==> config.mk <==
export PLATFORM = sky130hd
export DESIGN_NAME = dram_traffic_gen
export DESIGN_NICKNAME = d
export VERILOG_FILES = /design/src/rtl/dram_tg_pkg.sv /design/src/rtl/dram_tg_lfsr.sv /design/src/rtl/dram_traffic_gen.sv
export SDC_FILE = /design/constraint.sdc
export NUM_CORES = 1
export LEC_CHECK = 0
export ABC_AREA = 1
export BUFFER_PORTS_ARGS = -buffer_cell sky130_fd_sc_hd__clkbuf_2
export CAP_MARGIN = 20
export CORE_MARGIN = 2
export CORE_UTILIZATION = 60
export CTS_CLUSTER_SIZE = 10
export DETAILED_ROUTE_END_ITERATION = 16
export PLACE_DENSITY = 0.85
export SKIP_CTS_REPAIR_TIMING = 1
export SYNTH_ARGS = -nofsm -noshare
export SYNTH_HDL_FRONTEND = slang
export SYNTH_SLANG_ARGS = --single-unit
==> constraint.sdc <==
create_clock -name clk_i -period 4.25 [get_ports clk_i]
set_clock_uncertainty 0.2 [all_clocks]
set_input_delay 0.425 -clock clk_i [delete_from_list [all_inputs] [get_ports clk_i]]
set_output_delay 0.425 -clock clk_i [all_outputs]
set_load 0.01 [all_outputs]
==> src/rtl/dram_tg_pkg.sv <==
// Shared definitions for the DRAM traffic generator: FSM encoding, LFSR polynomial,
// data-expansion constant and counter widths.
package dram_tg_pkg;

   typedef enum logic [3:0] {
      ST_IDLE      = 4'd0,
      ST_WAIT_RDY  = 4'd1,
      ST_WR_REQ    = 4'd2,
      ST_WR_GAP    = 4'd3,
      ST_RD_SEED   = 4'd4,
      ST_WAIT_RDY2 = 4'd5,
      ST_RD_REQ    = 4'd6,
      ST_RD_GAP    = 4'd7,
      ST_DONE      = 4'd8
   } tg_state_t;

   // Galois form of x^32 + x^22 + x^2 + x + 1, shifting right
   localparam logic [31:0] LFSR_TAPS = 32'h8020_0003;
   localparam logic [31:0] GOLDEN    = 32'h9E37_79B9;

   localparam int ERR_W  = 16;
   localparam int XFER_W = 16;
   localparam int TMO_W  = 32;

   function automatic logic [31:0] lfsr_next(input logic [31:0] cur);
      return {1'b0, cur[31:1]} ^ (cur[0] ? LFSR_TAPS : 32'h0000_0000);
   endfunction

endpackage

==> src/rtl/dram_tg_lfsr.sv <==
// 32-bit Galois LFSR with synchronous reload to the seed and single-step advance.
module dram_tg_lfsr
   import dram_tg_pkg::*;
#(
   parameter logic [31:0] SEED = 32'hACE1_0001
) (
   input  logic        clk,
   input  logic        rst_n,
   input  logic        load,
   input  logic        step,
   output logic [31:0] state
);

   logic [31:0] state_r;

   // LFSR state: reload has priority over stepping
   always_ff @(posedge clk or negedge rst_n) begin
      if (!rst_n) begin
         state_r <= SEED;
      end else if (load) begin
         state_r <= SEED;
      end else if (step) begin
         state_r <= lfsr_next(state_r);
      end else begin
         state_r <= state_r;
      end
   end

   assign state = state_r;

endmodule

==> src/rtl/dram_traffic_gen.sv <==
// Memory self-test requester: writes NUM_XFERS LFSR-derived bursts, reads them back,
// and reports pass/fail, mismatch count, first failing address and ack timeout.
module dram_traffic_gen
   import dram_tg_pkg::*;
#(
   parameter int                ADDR_W      = 27,
   parameter int                DATA_W      = 64,
   parameter int                NUM_XFERS   = 16,
   parameter logic [ADDR_W-1:0] ADDR_BASE   = {ADDR_W{1'b0}},
   parameter int                ADDR_STRIDE = 8,
   parameter logic [31:0]       SEED        = 32'hACE1_0001,
   parameter int                TIMEOUT     = 4096
) (
   input  logic              clk_i,
   input  logic              rst_ni,
   input  logic              start_i,
   input  logic              busy_i,
   input  logic              ack_i,
   input  logic [DATA_W-1:0] read_data_i,
   output logic              read_o,
   output logic              write_o,
   output logic [ADDR_W-1:0] address_o,
   output logic [DATA_W-1:0] write_data_o,
   output logic              done_o,
   output logic              pass_o,
   output logic [15:0]       err_cnt_o,
   output logic [ADDR_W-1:0] first_err_o,
   output logic              timeout_o
);

   localparam int                NWORDS    = DATA_W / 32;
   localparam logic [ADDR_W-1:0] STRIDE_C  = ADDR_W'(ADDR_STRIDE);
   localparam logic [XFER_W-1:0] LAST_XFER = XFER_W'(NUM_XFERS);
   localparam logic [TMO_W-1:0]  TMO_LAST  = TMO_W'(TIMEOUT - 1);

   tg_state_t         state_r, state_s;
   logic              read_r, read_s, write_r, write_s;
   logic              done_r, done_s, pass_r, pass_s, tout_r, tout_s;
   logic [ADDR_W-1:0] addr_r, addr_s, ferr_r, ferr_s;
   logic [DATA_W-1:0] wdata_r, wdata_s;
   logic [ERR_W-1:0]  err_r, err_s;
   logic [XFER_W-1:0] xfer_r, xfer_s;
   logic [TMO_W-1:0]  tcnt_r, tcnt_s;
   logic              lfsr_load_s, lfsr_step_s;
   logic [31:0]       lfsr_s;
   logic [DATA_W-1:0] exp_data_s;

   dram_tg_lfsr #(.SEED(SEED)) u_lfsr (
      .clk   (clk_i),
      .rst_n (rst_ni),
      .load  (lfsr_load_s),
      .step  (lfsr_step_s),
      .state (lfsr_s)
   );

   // Same expansion serves as write payload and as read-back expectation
   for (genvar j = 0; j < NWORDS; j++) begin : g_word
      assign exp_data_s[32*j +: 32] = lfsr_s ^ (GOLDEN * 32'(j));
   end

   // Next-state and next-output logic; a request is only raised after sampling busy_i low
   always_comb begin
      state_s     = state_r;
      read_s      = 1'b0;
      write_s     = 1'b0;
      addr_s      = addr_r;
      wdata_s     = wdata_r;
      done_s      = done_r;
      pass_s      = pass_r;
      tout_s      = tout_r;
      err_s       = err_r;
      ferr_s      = ferr_r;
      xfer_s      = xfer_r;
      tcnt_s      = tcnt_r;
      lfsr_load_s = 1'b0;
      lfsr_step_s = 1'b0;
      case (state_r)
         ST_IDLE, ST_DONE: begin
            if (start_i) begin
               state_s     = ST_WAIT_RDY;
               done_s      = 1'b0;
               pass_s      = 1'b0;
               tout_s      = 1'b0;
               err_s       = {ERR_W{1'b0}};
               ferr_s      = {ADDR_W{1'b0}};
               xfer_s      = {XFER_W{1'b0}};
               addr_s      = ADDR_BASE;
               lfsr_load_s = 1'b1;
            end else begin
               state_s = state_r;
            end
         end
         ST_WAIT_RDY, ST_WR_GAP: begin
            if ((state_r == ST_WR_GAP) && (xfer_r == LAST_XFER)) begin
               state_s = ST_RD_SEED;
            end else if (!busy_i) begin
               state_s = ST_WR_REQ;
               write_s = 1'b1;
               wdata_s = exp_data_s;
               tcnt_s  = {TMO_W{1'b0}};
            end else begin
               state_s = state_r;
            end
         end
         ST_WR_REQ, ST_RD_REQ: begin
            write_s = (state_r == ST_WR_REQ);
            read_s  = (state_r == ST_RD_REQ);
            if (ack_i) begin
               write_s     = 1'b0;
               read_s      = 1'b0;
               lfsr_step_s = 1'b1;
               addr_s      = addr_r + STRIDE_C;
               xfer_s      = xfer_r + 16'd1;
               state_s     = (state_r == ST_WR_REQ) ? ST_WR_GAP : ST_RD_GAP;
               if ((state_r == ST_RD_REQ) && (read_data_i != exp_data_s)) begin
                  err_s  = (err_r == 16'hFFFF) ? err_r : err_r + 16'd1;
                  ferr_s = (err_r == {ERR_W{1'b0}}) ? addr_r : ferr_r;
               end else begin
                  err_s = err_r;
               end
            end else if (tcnt_r == TMO_LAST) begin
               write_s = 1'b0;
               read_s  = 1'b0;
               tout_s  = 1'b1;
               done_s  = 1'b1;
               pass_s  = 1'b0;
               state_s = ST_DONE;
            end else begin
               tcnt_s = tcnt_r + 32'd1;
            end
         end
         ST_RD_SEED: begin
            lfsr_load_s = 1'b1;
            addr_s      = ADDR_BASE;
            xfer_s      = {XFER_W{1'b0}};
            state_s     = ST_WAIT_RDY2;
         end
         ST_WAIT_RDY2, ST_RD_GAP: begin
            if ((state_r == ST_RD_GAP) && (xfer_r == LAST_XFER)) begin
               state_s = ST_DONE;
               done_s  = 1'b1;
               pass_s  = (err_r == {ERR_W{1'b0}}) && !tout_r;
            end else if (!busy_i) begin
               state_s = ST_RD_REQ;
               read_s  = 1'b1;
               tcnt_s  = {TMO_W{1'b0}};
            end else begin
               state_s = state_r;
            end
         end
         default: begin
            state_s = ST_IDLE;
         end
      endcase
   end

   // State and output registers; reset drops any request immediately
   always_ff @(posedge clk_i or negedge rst_ni) begin
      if (!rst_ni) begin
         state_r <= ST_IDLE;
         read_r  <= 1'b0;
         write_r <= 1'b0;
         addr_r  <= {ADDR_W{1'b0}};
         wdata_r <= {DATA_W{1'b0}};
         done_r  <= 1'b0;
         pass_r  <= 1'b0;
         tout_r  <= 1'b0;
         err_r   <= {ERR_W{1'b0}};
         ferr_r  <= {ADDR_W{1'b0}};
         xfer_r  <= {XFER_W{1'b0}};
         tcnt_r  <= {TMO_W{1'b0}};
      end else begin
         state_r <= state_s;
         read_r  <= read_s;
         write_r <= write_s;
         addr_r  <= addr_s;
         wdata_r <= wdata_s;
         done_r  <= done_s;
         pass_r  <= pass_s;
         tout_r  <= tout_s;
         err_r   <= err_s;
         ferr_r  <= ferr_s;
         xfer_r  <= xfer_s;
         tcnt_r  <= tcnt_s;
      end
   end

   assign read_o       = read_r;
   assign write_o      = write_r;
   assign address_o    = addr_r;
   assign write_data_o = wdata_r;
   assign done_o       = done_r;
   assign pass_o       = pass_r;
   assign timeout_o    = tout_r;
   assign err_cnt_o    = err_r;
   assign first_err_o  = ferr_r;

endmodule

==> summary.md <==
| Metric | Value |
|---|---|
| Total GRT Usage | 0.298 |
| Worst-path cell chain | inv_2 > nand2_2 > nor2_8 > nand2_2 > nand2_2 > nand3_1 > nor2_2 > nand3_1 > nor2_1 > nor2_1 |
| H-tree levels | 1 |
| Detailed-route via count | 11.0k |
| Post-Syn Area | 11,500 µm² |
| Synth Instances | 1,557 |
| Placed inst area | 12,500 µm² |
| Buf+Inv Stages, Crit Path | 1 |
| LEAKAGE | 6.59 nW |
| Net Sw Frac | 0.405 |
| Post-DR vias/cell | 5.57 |
| Tmin final | 3.06 ns |
| Ys Warns | 0 |
| GP Congestion | 0.967 |
| Asr flop ratio synth | 1.00 |
| First-pass GRT wire length | 49,700 µm |
| Largest net degree at the start of global routing | 119 |
| Antenna violations before repair | 1 |
| Clock share of power | 0.264 |
| Die W | 142 µm |
| Endpoint class of the critical path | flip-flop |
| Critical-path top delay cell | nand2_2 |
| Pint | 4.13 mW |
| Worst slew margin | 0.324 |
| Synthesis-to-layout area growth | 14.7% |
| Tightest Pin Transition | 1.01 ns |
| Most frequent cells in the layout | 473 x nand2_1, 203 x clkbuf_2, 197 x dfrtp_1, 178 x nor2_1, 160 x inv_1 |
| CTS Buf Count | 24 |
| Iter 0 DRT Violations | 956 |
| Layout cells sized above 1 | 0.160 |
| Worst Path Required | 4.44 ns |
| VDD IR max | 323 µV |
| Mean routed wirelength per cell | 15.5 µm |
| Pwr dens | 528 nW/µm² |
| GR Overflow Total | 0 |
| Num ports | 208 |
| Largest buffer count on any clock path | 3 |
| Post-Layout Cell Count | 1,973 |
| Critical path class | flip-flop to flip-flop |
| # rows | 50 |
| Clk slew on worst S/H paths | 0.06 ns |
| Worst-path fanout max | 29 |
| RSZ-0062 raised after global routing | no |
| Cell mode on critical path | nand2_2 |
| # fillers | 1,529 |
| Vias in the first global route | 10.3k |
| Die Y | 142 µm |
| Final period util | 0.721 |
| CTS tree | built |
| HP Start | start_i |
| Fin nets | 1,802 |
| Clock insertion delay at the later pin of the skew report | 0.51 ns |
| Max-slew violations | 0 |
| 1st-pass router iterations | 6 |
| Reg2reg start | state_r[0] |
| Setup_tns | 0 ns |
| Critical path's top delay family | simple AND/OR/NAND/NOR gates |
| Most common flop cell mapped by yosys | dfrtp_1 |
| Setup violators final | 0 |
| Commonest non-fill, non-tap cell in the layout | nand2_1 |
| Diode count | 0 |
| CP Launch Type | flip-flop |
| Comb power frac | 0.348 |
| Max-cap violation count | 0 |
| Hpwl dp | 21,400 µm |
| Port-buffer cells | 204 |
| Core area | 18,700 µm² |
| Num Clock Sinks | 206 |
| CP Launch Point | state_r[0] |
| Final Cell Area | 13,200 µm² |
| Global-route met2 utilization | 0.512 |
| Post-Route WL | 30,500 µm |
| M3 GR Usage | 0.0400 |
| CP max stage delay | 0.55 ns |
| GR Util met1 | 0.384 |
| Root Buffer | clkbuf_16 |
| Post-synth EDFFs | 0 |
| Worst EP arrival | 3.25 ns |
| Final hold violations | 0 |
| Syn avg cell area | 7.37 µm² |
| GR peak layer | met2 |
| Unique masters post-synth | 38 |
| Placed Cells | 1,934 |
| #FFs+latches synth | 206 |
| Post-DRT Antenna Nets | 0 |
| Run status | completed |
| Net Switching | 2.82 mW |
| Sequential Power Share | 0.388 |
| Max Clock Freq | 327 MHz |
| Seq/Total Area, Yosys | 0.450 |
| Initial Util | 0.613 |
| Min-delay worst type | input pin to flip-flop |
| Die Footprint | 20,200 µm² |
| DRC Markers | 0 |
==> cells by family after synthesis <==
logic type	after synthesis	synth area share
other	1	0.000327
DFF	206	0.450
and+or+nand+nor	857	0.316
buffers and inverters	240	0.0909
AOI/OAI and AO/OA	178	0.0830
xor gates and xnor gates	69	0.0527
adders and majority gates	6	0.00654
==> power groups by stage <==
stage	combinational (mW)	sequential, mW	clock [mW]
2_1_floorplan	1.67	2.73	0
3_3_place_gp	2.33	2.70	0
3_5_place_dp	2.38	2.71	0
4_1_cts	2.41	2.68	1.86
5_1_grt	2.69	2.73	1.94
6_report	2.42	2.70	1.83
==> layer usage <==
metal / share of wire / routed length [µm]
met1: 0.40 / 12300
met2: 0.50 / 15200
met3: 0.061 / 1870
met4: 0.039 / 1190
met5: 0.00043 / 13
==> synth_stat cells, types with 3 or more instances <==
cell type	instances	share of area
buf_4	25	0.016
a21oi_1	38	0.017
xnor2_1	32	0.024
inv_1	160	0.052
nand3_1	63	0.027
o21ai_0	101	0.044
clkbuf_1	30	0.0098
nand4_1	67	0.037
o31ai_1	3	0.0020
dfstp_2	9	0.021
nor2_1	178	0.058
xor2_1	37	0.028
buf_2	14	0.0061
or2_2	7	0.0038
nor3_1	47	0.021
nand2_2	5	0.0027
nor2_2	4	0.0022
nand2_1	474	0.16
inv_2	5	0.0016
dfrtp_1	197	0.43
o22ai_1	24	0.013
buf_6	4	0.0039
nor4_1	4	0.0022
ha_1	6	0.0065
o21ai_1	7	0.0031
==> worst paths after layout <==
check | to | slack (ns) | depth (start not counted)
max | xfer_r[14] | 1.19 | 10
min | done_o | 0.06 | 4
max reg2reg | xfer_r[14] | 1.19 | 10
min reg2reg | first_err_o[12] | 0.26 | 2
max in group asynchronous | u_lfsr.state[21] | 2.43 | 3
min in group asynchronous | write_data_o[38] | 0.43 | 2
==> layout make-up <==
type,count,area [µm²],area share
inverter,165,619,0.0471
timing repair buffer,217,1130,0.0859
multi-input combinational,1113,5270,0.401
clock buffer,38,674,0.0513
tap,234,293,0.0223
sequential,206,5170,0.393
==> registers in the layout, indices dropped and copies added (netlist names) <==
| name | count |
|---|---|
| u_lfsr.state | 32 |
| done_o | 1 |
| address_o | 24 |
| read_o | 1 |
| write_o | 1 |
| pass_o | 1 |
| state_r | 4 |
| xfer_r | 16 |
| tcnt_r | 32 |
| err_cnt_o | 16 |
| first_err_o | 25 |
| timeout_o | 1 |
| write_data_o | 52 |
==> stage by stage <==
| step | total power [mW] | worst slack [ns] | util | hold slack (ns) |
|---|---|---|---|---|
| 3_5_place_dp | 5.10 | 1.30 | 0.667 | 0.257 |
| 4_1_cts | 6.95 | 1.25 | 0.703 | -0.0972 |
| 2_1_floorplan | 4.40 | 2.19 | - | -0.0706 |
| 5_1_grt | 7.36 | 0.898 | 0.703 | 0.0775 |
| 6_report | 6.95 | 1.19 | 0.703 | 0.0558 |
| 3_3_place_gp | 5.03 | 1.44 | 0.667 | 0.254 |
==> tightest hold or removal path, stage by stage <==
cell      delay (ns)
clkbuf_2        0.10
nand2_1         0.09
nand2_1         0.07
nand2_1         0.05
Power figures use the tool's default switching activity.
